$ cat src/rtl/iiitb_tlc_sensor.sv
// Farm-road vehicle detector: debounces arrive/depart loop pulses, keeps a queue count, raises sensor.
// Latency: DEB_CYCLES+3 clk edges from first raw-high sample to queue_cnt/state update.
// Backpressure: none; inputs free-run, arrivals at saturation are dropped and flagged in overflow.
// Build option: define TLC_SENSOR_STATS_EN to add the served_cnt and max_queue outputs.
module iiitb_tlc_sensor #(
    parameter int DEB_CYCLES = 4,
    parameter int CNT_W      = 4,
    parameter int THRESHOLD  = 3,
    parameter int MAX_WAIT   = 200
) (
    input  logic             clk,
    input  logic             rst,
    input  logic             arrive_raw,
    input  logic             depart_raw,
    input  logic [2:0]       light_farm,
    output logic             sensor,
    output logic [CNT_W-1:0] queue_cnt,
    output logic             overflow
`ifdef TLC_SENSOR_STATS_EN
    ,
    output logic [15:0]      served_cnt,
    output logic [CNT_W-1:0] max_queue
`endif
);

    localparam int SW = $clog2(DEB_CYCLES + 1);
    localparam int TW = $clog2(MAX_WAIT) + 1;
    localparam logic [CNT_W-1:0] Q_MAX     = {CNT_W{1'b1}};
    localparam logic [CNT_W-1:0] Q_THR     = CNT_W'(THRESHOLD);
    localparam logic [SW-1:0]    STAB_DONE = SW'(DEB_CYCLES);
    localparam logic [TW-1:0]    WAIT_LAST = TW'(MAX_WAIT - 1);

    typedef enum logic [1:0] {
        S_IDLE  = 2'd0,
        S_WAIT  = 2'd1,
        S_REQ   = 2'd2,
        S_SERVE = 2'd3
    } state_t;

    // Bit 0 carries the arrival loop, bit 1 the departure loop.
    logic [1:0]    raw;
    logic [1:0]    sync1;
    logic [1:0]    sync2;
    logic [1:0]    deb;
    logic [1:0]    flip;
    logic [1:0]    rise;
    logic [SW-1:0] stab [2];

    logic             arr_evt;
    logic             dep_evt;
    logic             dep_ok;
    logic             light_go;
    logic             light_green;
    logic             light_red;
    logic [CNT_W-1:0] q_nxt;
    logic             ovf_nxt;

    state_t        state;
    state_t        state_nxt;
    logic [TW-1:0] timer;
    logic [TW-1:0] timer_nxt;

    assign raw = {depart_raw, arrive_raw};

    // A flip fires in the cycle the stable-disagreement run completes, so the
    // queue sees the event on the same edge the debounced level changes.
    assign flip = (sync2 ^ deb) & {(stab[1] == STAB_DONE), (stab[0] == STAB_DONE)};
    assign rise = flip & sync2;

    // Two-flop synchronizers followed by per-input stability counters.
    always_ff @(posedge clk) begin
        if (rst) begin
            sync1   <= '0;
            sync2   <= '0;
            deb     <= '0;
            stab[0] <= '0;
            stab[1] <= '0;
        end else begin
            sync1 <= raw;
            sync2 <= sync1;
            for (int i = 0; i < 2; i++) begin
                if (flip[i]) begin
                    deb[i]  <= sync2[i];
                    stab[i] <= '0;
                end else if (sync2[i] != deb[i]) begin
                    stab[i] <= stab[i] + SW'(1);
                end else begin
                    stab[i] <= '0;
                end
            end
        end
    end

    assign arr_evt     = rise[0];
    assign dep_evt     = rise[1];
    // Illegal light codes fall through to "not green/yellow", i.e. treated as RED.
    assign light_green = (light_farm == 3'b001);
    assign light_go    = light_green || (light_farm == 3'b010);
    assign light_red   = !light_go;
    assign dep_ok      = dep_evt && light_go && (queue_cnt != '0);

    // Next queue count and sticky overflow from this cycle's events.
    always_comb begin
        q_nxt   = queue_cnt;
        ovf_nxt = overflow;
        if (arr_evt && !dep_ok) begin
            if (queue_cnt == Q_MAX) begin
                ovf_nxt = 1'b1;
            end else begin
                q_nxt = queue_cnt + CNT_W'(1);
            end
        end else if (dep_ok && !arr_evt) begin
            q_nxt = queue_cnt - CNT_W'(1);
        end
    end

    // Queue, overflow, state and wait timer all move on the same edge.
    always_ff @(posedge clk) begin
        if (rst) begin
            queue_cnt <= '0;
            overflow  <= 1'b0;
            state     <= S_IDLE;
            timer     <= '0;
        end else begin
            queue_cnt <= q_nxt;
            overflow  <= ovf_nxt;
            state     <= state_nxt;
            timer     <= timer_nxt;
        end
    end

    // Request FSM, steered by the next queue count; timer clears on any exit from WAIT.
    always_comb begin
        state_nxt = state;
        timer_nxt = '0;
        case (state)
            S_IDLE: begin
                if (q_nxt >= Q_THR) begin
                    state_nxt = S_REQ;
                end else if (q_nxt != '0) begin
                    state_nxt = S_WAIT;
                end
            end
            S_WAIT: begin
                if (q_nxt == '0) begin
                    state_nxt = S_IDLE;
                end else if ((q_nxt >= Q_THR) || (timer == WAIT_LAST)) begin
                    state_nxt = S_REQ;
                end else begin
                    timer_nxt = timer + TW'(1);
                end
            end
            S_REQ: begin
                if (q_nxt == '0) begin
                    state_nxt = S_IDLE;
                end else if (light_green) begin
                    state_nxt = S_SERVE;
                end
            end
            S_SERVE: begin
                if (q_nxt == '0) begin
                    state_nxt = S_IDLE;
                end else if (light_red) begin
                    state_nxt = S_REQ;
                end
            end
            default: state_nxt = S_IDLE;
        endcase
    end

    assign sensor = (state == S_REQ) || (state == S_SERVE);

`ifdef TLC_SENSOR_STATS_EN
    // Service statistics tracked alongside the queue counter.
    always_ff @(posedge clk) begin
        if (rst) begin
            served_cnt <= '0;
            max_queue  <= '0;
        end else begin
            if (dep_ok) begin
                served_cnt <= served_cnt + 16'd1;
            end
            if (q_nxt > max_queue) begin
                max_queue <= q_nxt;
            end
        end
    end
`endif

endmodule

$ cat config.mk
export PLATFORM = sky130hd
export DESIGN_NAME = iiitb_tlc_sensor
export DESIGN_NICKNAME = d
export VERILOG_FILES = /design/src/rtl/iiitb_tlc_sensor.sv
export SDC_FILE = /design/constraint.sdc
export NUM_CORES = 1
export LEC_CHECK = 0
export ABC_AREA = 1
export BUFFER_PORTS_ARGS = -buffer_cell sky130_fd_sc_hd__buf_2
export CORE_MARGIN = 2
export CORE_UTILIZATION = 35
export DETAILED_ROUTE_END_ITERATION = 10
export GPL_ROUTABILITY_DRIVEN = 0
export PLACE_DENSITY = 0.53
export REMOVE_ABC_BUFFERS = 1
export SYNTH_ARGS = -nofsm -noshare
export SYNTH_HDL_FRONTEND = slang
export SYNTH_SLANG_ARGS = --single-unit
$ cat constraint.sdc
create_clock -name clk -period 3.65 [get_ports clk]
set_clock_uncertainty 0.2 [all_clocks]
set_input_delay 0.5475 -clock clk [delete_from_list [all_inputs] [get_ports clk]]
set_output_delay 0.5475 -clock clk [all_outputs]
set_load 0.01 [all_outputs]
Yosys cells after proc, flatten, opt, wreduce, memory -nomap -nowiden

Memories as Yosys holds them, arrays and structs flattened.
Cells that the tools add are included.

Register bits after elaboration: 22
Bits in writable memories: 6
Bits of input ports: 7
Output and inout bits: 6
Word-level logic and storage cells: 98
Memories: 1

Memory list:

| memory | words | width | read ports | clocked after Yosys merged registers in | write ports | line | source |
|---|---|---|---|---|---|---|---|
| stab   | 2     | 3     | 2          | 0                                       | 2           | 47   | `logic [SW-1:0] stab [2];` |

Add/sub/neg operators: 5
Magnitude comparators: 1
Eq/ne operators: 15
Muxes and demuxes: 42
Bitwise gates (word level): 10
Reductions and logical operators: 16

Operators by type and width:

| operator                                                              | number |
|---|---|
| 1-bit 2-to-1 mux                                                      | 24 |
| 3-bit 2-to-1 mux                                                      | 6 |
| 2-bit 2-to-1 mux                                                      | 8 |
| 4-bit 2-to-1 mux                                                      | 3 |
| 3-bit != test, second input constant                                  | 4 |
| 9-bit by 1-bit adder with 9-bit output, second input constant         | 1 |
| 9-bit by 8-bit == test with 1-bit output, second input constant       | 1 |
| 2-bit one-hot mux with 4 select lines                                 | 1 |
| 4-bit nonzero test                                                    | 2 |
| 3-bit by 1-bit adder with 3-bit output, second input constant         | 2 |
| 3-bit == test, second input constant                                  | 2 |
| 1-bit OR                                                              | 6 |
| 4-bit by 1-bit adder with 4-bit output, second input constant         | 1 |
| 2-bit bitwise AND                                                     | 2 |
| 2-bit == test, second input constant                                  | 2 |
| 4-bit == test, second input constant                                  | 1 |
| 4-bit by 2-bit >= comparator with 1-bit output, second input constant | 1 |
| 1-bit logical AND                                                     | 4 |
| 4-bit zero test                                                       | 1 |
| 4-bit AND reduction                                                   | 1 |
| 4-bit OR reduction                                                    | 1 |
| 4-bit by 1-bit subtractor with 4-bit output, second input constant    | 1 |
| 3-bit by 1-bit == test with 1-bit output, second input constant       | 1 |
| 3-bit by 2-bit == test with 1-bit output, second input constant       | 1 |
| 8 further kinds                                                       | 12 |

Depth between registers and ports, before layout

Depth after elaboration: 13
Gate-level depth with buffers: 19
Depth with buffers taken out: 19

Least setup slack after synthesis

OpenSTA, ideal clock, no wires.

Path type: register to register
Start: register queue_cnt[0]
End: register timer[2]
Library setup time: 0.073 ns
Arrival time: 2.055 ns
Data required time: 3.377 ns
Path slack: 1.322 ns
Stages on the path, launching flop included: 16
Path buffers: 1
Clock period less this slack: 2.328 ns
Path through: dfxtp_1 -> inv_1 -> ha_1 -> nand2_2 -> nor2_4 -> nor2_8 -> nand2_4 -> nand2_8 -> nand3_2 -> nand2_2 -> clkinv_1 -> nand2_1 -> nand4_2 -> or2_1 -> buf_6 -> nor3_4

Cells in the longest elaborated chain, start to end: 8
Elaborated cells on any way between the ends: 15
Classes of those cells: 2 x add/sub; 1 x order compare; 1 x eq/ne; 3 x mux; 8 x reduce/logical

RTL lines:

| element                                                                             | line | source |
|---|---|---|
| from (decl)                                                                         | 17   | `output logic [CNT_W-1:0] queue_cnt,` |
| from (signal assigned)                                                              | 125  | `queue_cnt <= q_nxt;` |
| branches (longest 4 deep; another with 4-bit by 1-bit subtractor with 4-bit output) | --   |  |
| 4-bit 2-to-1 mux (*)                                                                | 106  | `if (arr_evt && !dep_ok) begin` |
| 4-bit by 2-bit >= comparator with 1-bit output                                      | 147  | `end else if ((q_nxt >= Q_THR) \|\| (timer == WAIT_LAST)) begin` |
| 1-bit logical OR                                                                    | 147  |  |
| 4-bit OR reduction (no source line) (*)                                             | --   |  |
| to (signal assigned)                                                                | 128  | `timer <= timer_nxt;` |
| to (decl)                                                                           | 60   | `logic [TW-1:0] timer;` |

Mark *: on every way between the ends.
A chain may end at the register's enable or synchronous reset.

Final worst setup path

Ends and elaborated chain as after synthesis.

==> run_summary.xml <==
<?xml version="1.0" encoding="UTF-8"?>
<metrics>
  <group name="outcome">
    <metric name="outcome" unit="">finished clean</metric>
  </group>
  <group name="power_and_ir_drop">
    <metric name="ir_drop" unit="mV">0.1101</metric>
    <metric name="power.static_leakage" unit="nW">0.8715</metric>
    <metric name="pwr_density_cell" unit="nW/µm²">368.5</metric>
  </group>
  <group name="clock_tree">
    <metric name="cts.root.buffer_cell" unit="">sky130_fd_sc_hd__clkbuf_8</metric>
    <metric name="htreeDepth" unit="">1</metric>
    <metric name="worstSkewPairLatency" unit="ns">0.28</metric>
    <metric name="cts_setup_buffers" unit="">0</metric>
    <metric name="cts_resized" unit="">0</metric>
    <metric name="cts.path.max_buffers" unit="">2</metric>
    <metric name="cts-buffers-inserted" unit="">3</metric>
    <metric name="tritoncts" unit="">yes</metric>
    <metric name="cts_hold_buf" unit="">0</metric>
    <metric name="clock_sink_count" unit="">28</metric>
    <metric name="worst_setup_hold_path_clk_slew" unit="ns">0.10</metric>
  </group>
  <group name="die">
    <metric name="floorplan.initialDensity" unit="%">35.84</metric>
    <metric name="fp.coreArea" unit="µm²">4692</metric>
    <metric name="die_w" unit="µm">73.32</metric>
    <metric name="fp-row-count" unit="">25</metric>
    <metric name="die_height" unit="µm">73.32</metric>
    <metric name="floorplan.die_area" unit="µm²">5375</metric>
    <metric name="ioPinCount" unit="">13</metric>
  </group>
  <group name="critical_path">
    <metric name="cp_slowest_cell" unit="">sky130_fd_sc_hd__dfxtp_1</metric>
    <metric name="cp.required" unit="ns">3.66</metric>
    <metric name="crit_path_cell_trace" unit="">inv_1 &gt; ha_1 &gt; nand2_2 &gt; nor2_4 &gt; nor2_8 &gt; nand2_4 &gt; nand2_8 &gt; nand3_2 &gt; nand2_2 &gt; clkinv_1 &gt; nand2_1 &gt; nand4_2 &gt; or2_1 &gt; nor3_4</metric>
    <metric name="cp_common_cell" unit="">sky130_fd_sc_hd__nand2_2</metric>
    <metric name="cpPeakStageDelay" unit="ns">0.46</metric>
    <metric name="setup.worst_path.start_class" unit="">flop</metric>
    <metric name="critical_path_peak_fanout" unit="">9</metric>
    <metric name="crit_type" unit="">reg2reg</metric>
    <metric name="cp.arrival" unit="ns">2.65</metric>
    <metric name="critical_path.endpoint_type" unit="">flop</metric>
  </group>
  <group name="sta">
    <metric name="final_period_minus_worst_setup_slack" unit="ns">2.638</metric>
    <metric name="worstMarginPinSlew" unit="ns">0.5380</metric>
    <metric name="worst_slew_margin_relative_to_its_limit" unit="%">64.13</metric>
    <metric name="grt_setup_unrepaired" unit="">false</metric>
    <metric name="final_setup_vio_count" unit="">0</metric>
    <metric name="timing.final.max_slew_violations" unit="">0</metric>
    <metric name="top_achievable_clock_speed" unit="MHz">379.1</metric>
    <metric name="whs" unit="ns">0.2151</metric>
    <metric name="min_period_over_period" unit="%">72.27</metric>
    <metric name="fin_setup_tns" unit="ns">0</metric>
    <metric name="final-hold-violation-count" unit="">0</metric>
  </group>
  <group name="yosys">
    <metric name="synth_area" unit="µm²">1682</metric>
    <metric name="postSynthRegisterBits" unit="">28</metric>
    <metric name="synthDistinctLibCells" unit="">37</metric>
    <metric name="synth_seq_area_share" unit="%">36.90</metric>
    <metric name="syn-instance-count" unit="">211</metric>
    <metric name="syn_area_per_cell" unit="µm²">7.970</metric>
    <metric name="synth-warning-count" unit="">0</metric>
  </group>
  <group name="final_layout">
    <metric name="fraction_of_layout_instances_using_a_drive_strength_above_1" unit="%">21.05</metric>
    <metric name="final_net_count" unit="">243</metric>
    <metric name="n_fill_cell" unit="">489</metric>
    <metric name="finish.cell_count_without_fillers" unit="">282</metric>
    <metric name="fin_area" unit="µm²">1862</metric>
    <metric name="multiInputGateArea" unit="µm²">909.6</metric>
    <metric name="layout.core_utilization" unit="%">39.68</metric>
    <metric name="seq_area" unit="µm²">620.6</metric>
    <metric name="flow.area_growth_from_synthesis" unit="%">10.71</metric>
    <metric name="antenna-diode-count" unit="">0</metric>
  </group>
  <group name="routing">
    <metric name="route.vias.total" unit="">1300</metric>
    <metric name="detail_route.first_pass.iterations" unit="">4</metric>
    <metric name="initialDrtViolationCount" unit="">100</metric>
    <metric name="detail-route-antenna-nets" unit="">0</metric>
    <metric name="drt-total-wl" unit="µm">2887</metric>
    <metric name="remaining_drc_errors" unit="">0</metric>
    <metric name="route.detailed.vias_per_inst" unit="">4.610</metric>
    <metric name="route.detailed.wl_per_inst" unit="µm">10.24</metric>
  </group>
  <group name="grt">
    <metric name="grt_pass1_wl" unit="µm">5375</metric>
    <metric name="number_of_antenna_violations_at_the_first_check_in_global_routing" unit="">0</metric>
    <metric name="overflow" unit="">0</metric>
    <metric name="grt_start_max_net_pins" unit="">17</metric>
    <metric name="grt_pass1_vias" unit="">1300</metric>
    <metric name="grt_usage" unit="%">12.60</metric>
  </group>
  <group name="flow_run">
    <metric name="cap_violations" unit="">0</metric>
  </group>
  <group name="place">
    <metric name="hpwl" unit="µm">2263</metric>
    <metric name="post-place-cells" unit="">278</metric>
    <metric name="place_area" unit="µm²">1795</metric>
    <metric name="io_buffers" unit="">12</metric>
  </group>
  <group name="min_path">
    <metric name="worst_hold_path_type" unit="">reg2reg</metric>
  </group>
</metrics>
## state kept, by name (all words and copies together), names as in the netlist
register   flops
deb            2
overflow       1
queue_cnt      4
stab           6
state          2
sync1          2
sync2          2
timer          9
## area by class of cell
cell class,count,area share [%]
clock buffers,4,3.562
flip-flops and latches,28,33.33
repair buffers,12,3.226
well taps,54,3.629
multi-input cells,148,48.86
inverters,36,7.392
## metrics by stage
| stage | total power [mW] | worst slack (ns) |
|---|---|---|
| 2_1_floorplan | 0.4428 | 1.232 |
| 3_3_place_gp | 0.4735 | 1.064 |
| 5_1_grt | 0.7312 | 0.7728 |
| 3_5_place_dp | 0.4706 | 1.036 |
| 6_report | 0.6861 | 1.012 |
| 4_1_cts | 0.6977 | 1.009 |
## layout by cell type, fill, tap and decap left out, types with 2 or more instances in the layout
| cell | count |
|---|---|
| sky130_fd_sc_hd__ha_1 | 7 |
| sky130_fd_sc_hd__nor3_1 | 2 |
| sky130_fd_sc_hd__inv_2 | 3 |
| sky130_fd_sc_hd__nand3_2 | 3 |
| sky130_fd_sc_hd__o21ai_0 | 3 |
| sky130_fd_sc_hd__xnor2_1 | 4 |
| sky130_fd_sc_hd__buf_2 | 12 |
| sky130_fd_sc_hd__nor4_1 | 2 |
| sky130_fd_sc_hd__o211ai_1 | 2 |
| sky130_fd_sc_hd__nor2_2 | 8 |
| sky130_fd_sc_hd__a21oi_1 | 5 |
| sky130_fd_sc_hd__nand3_1 | 14 |
| sky130_fd_sc_hd__nand2_1 | 31 |
| sky130_fd_sc_hd__clkinv_1 | 2 |
| sky130_fd_sc_hd__nor2_1 | 25 |
| sky130_fd_sc_hd__nor2_4 | 3 |
| sky130_fd_sc_hd__xor2_1 | 7 |
| sky130_fd_sc_hd__edfxtp_1 | 6 |
| sky130_fd_sc_hd__nand4_1 | 6 |
| sky130_fd_sc_hd__a31oi_1 | 2 |
| sky130_fd_sc_hd__inv_1 | 30 |
| sky130_fd_sc_hd__conb_1 | 6 |
| sky130_fd_sc_hd__nand2_2 | 8 |
| sky130_fd_sc_hd__dfxtp_1 | 22 |
| sky130_fd_sc_hd__clkbuf_8 | 3 |
## synth_stat cells
cell type | count | area share (%)
sky130_fd_sc_hd__nor2_4 | 3 | 2.0
sky130_fd_sc_hd__nand4_1 | 6 | 2.2
sky130_fd_sc_hd__nand3_1 | 14 | 4.2
sky130_fd_sc_hd__nor3_4 | 1 | 0.97
sky130_fd_sc_hd__nand3b_1 | 1 | 0.45
sky130_fd_sc_hd__nor2_1 | 25 | 5.6
sky130_fd_sc_hd__clkbuf_1 | 2 | 0.45
sky130_fd_sc_hd__o211ai_1 | 2 | 0.89
sky130_fd_sc_hd__inv_2 | 3 | 0.67
sky130_fd_sc_hd__buf_6 | 1 | 0.67
sky130_fd_sc_hd__clkbuf_8 | 1 | 0.82
sky130_fd_sc_hd__nand3_2 | 3 | 1.8
sky130_fd_sc_hd__o2111ai_1 | 1 | 0.52
sky130_fd_sc_hd__xnor2_1 | 4 | 2.1
sky130_fd_sc_hd__nand2_2 | 8 | 3.0
sky130_fd_sc_hd__inv_1 | 30 | 6.7
sky130_fd_sc_hd__o21ai_0 | 3 | 0.89
sky130_fd_sc_hd__a21oi_1 | 5 | 1.5
sky130_fd_sc_hd__edfxtp_1 | 6 | 11
sky130_fd_sc_hd__nor4_1 | 2 | 0.74
sky130_fd_sc_hd__nand4_2 | 1 | 0.74
sky130_fd_sc_hd__nor2_8 | 1 | 1.2
sky130_fd_sc_hd__dfxtp_1 | 22 | 26
sky130_fd_sc_hd__nand4_4 | 1 | 1.3
sky130_fd_sc_hd__nor3_1 | 2 | 0.60
sky130_fd_sc_hd__clkinv_1 | 2 | 0.45
sky130_fd_sc_hd__a31oi_1 | 2 | 0.74
sky130_fd_sc_hd__or2_1 | 1 | 0.37
sky130_fd_sc_hd__xor2_1 | 7 | 3.6
sky130_fd_sc_hd__conb_1 | 1 | 0.22
sky130_fd_sc_hd__o21a_1 | 1 | 0.45
sky130_fd_sc_hd__nand2_4 | 1 | 0.67
sky130_fd_sc_hd__nand2_8 | 1 | 1.2
sky130_fd_sc_hd__inv_4 | 1 | 0.37
sky130_fd_sc_hd__nand2_1 | 31 | 6.9
sky130_fd_sc_hd__ha_1 | 7 | 5.2
sky130_fd_sc_hd__nor2_2 | 8 | 3.0
## cells by family (layout without fill, tap and decap cells)
| logic type | count (synthesis) | count (layout) | synth area share (%) |
|---|---|---|---|
| compound gates | 14 | 14 | 4.985 |
| xor+xnor | 11 | 11 | 5.729 |
| fa+ha+maj | 7 | 7 | 5.208 |
| buf+inv | 40 | 52 | 10.12 |
| flops | 28 | 28 | 36.90 |
| other cells | 1 | 6 | 0.2230 |
| simple gates | 110 | 110 | 36.83 |
## report_power, final
part	leakage (nW)	total, mW	switching, mW	internal [mW]
sequential	0.240	0.346	0.0147	0.332
combinational	0.597	0.117	0.0729	0.0443
clock	0.0339	0.223	0.103	0.120
## final timing paths
kind	slack, ns	cells past startpoint	start	end
max reg2reg	1.01	14	queue_cnt[0]	timer[2]
max	1.01	14	queue_cnt[0]	timer[2]
min reg2reg	0.22	2	sync1[1]	sync2[1]
min	0.22	2	sync1[1]	sync2[1]
## worst max-delay path: cells and delay by family, from the launching register on
| kind | cells | cell delay [ns] |
|---|---|---|
| simple gates | 11 | 1.47 |
| flops | 1 | 0.46 |
| buf+inv | 2 | 0.20 |
| fa+ha+maj | 1 | 0.25 |
## per-layer routing
layer | share of wire [%] | global-route usage, %
met1 | 54 | 17.22
met4 | 1.9 | 6.061
met2 | 41 | 19.12
met3 | 3.4 | 2.332
met5 | 0 | 0
No activity file was read; power rests on OpenSTA's default activity.
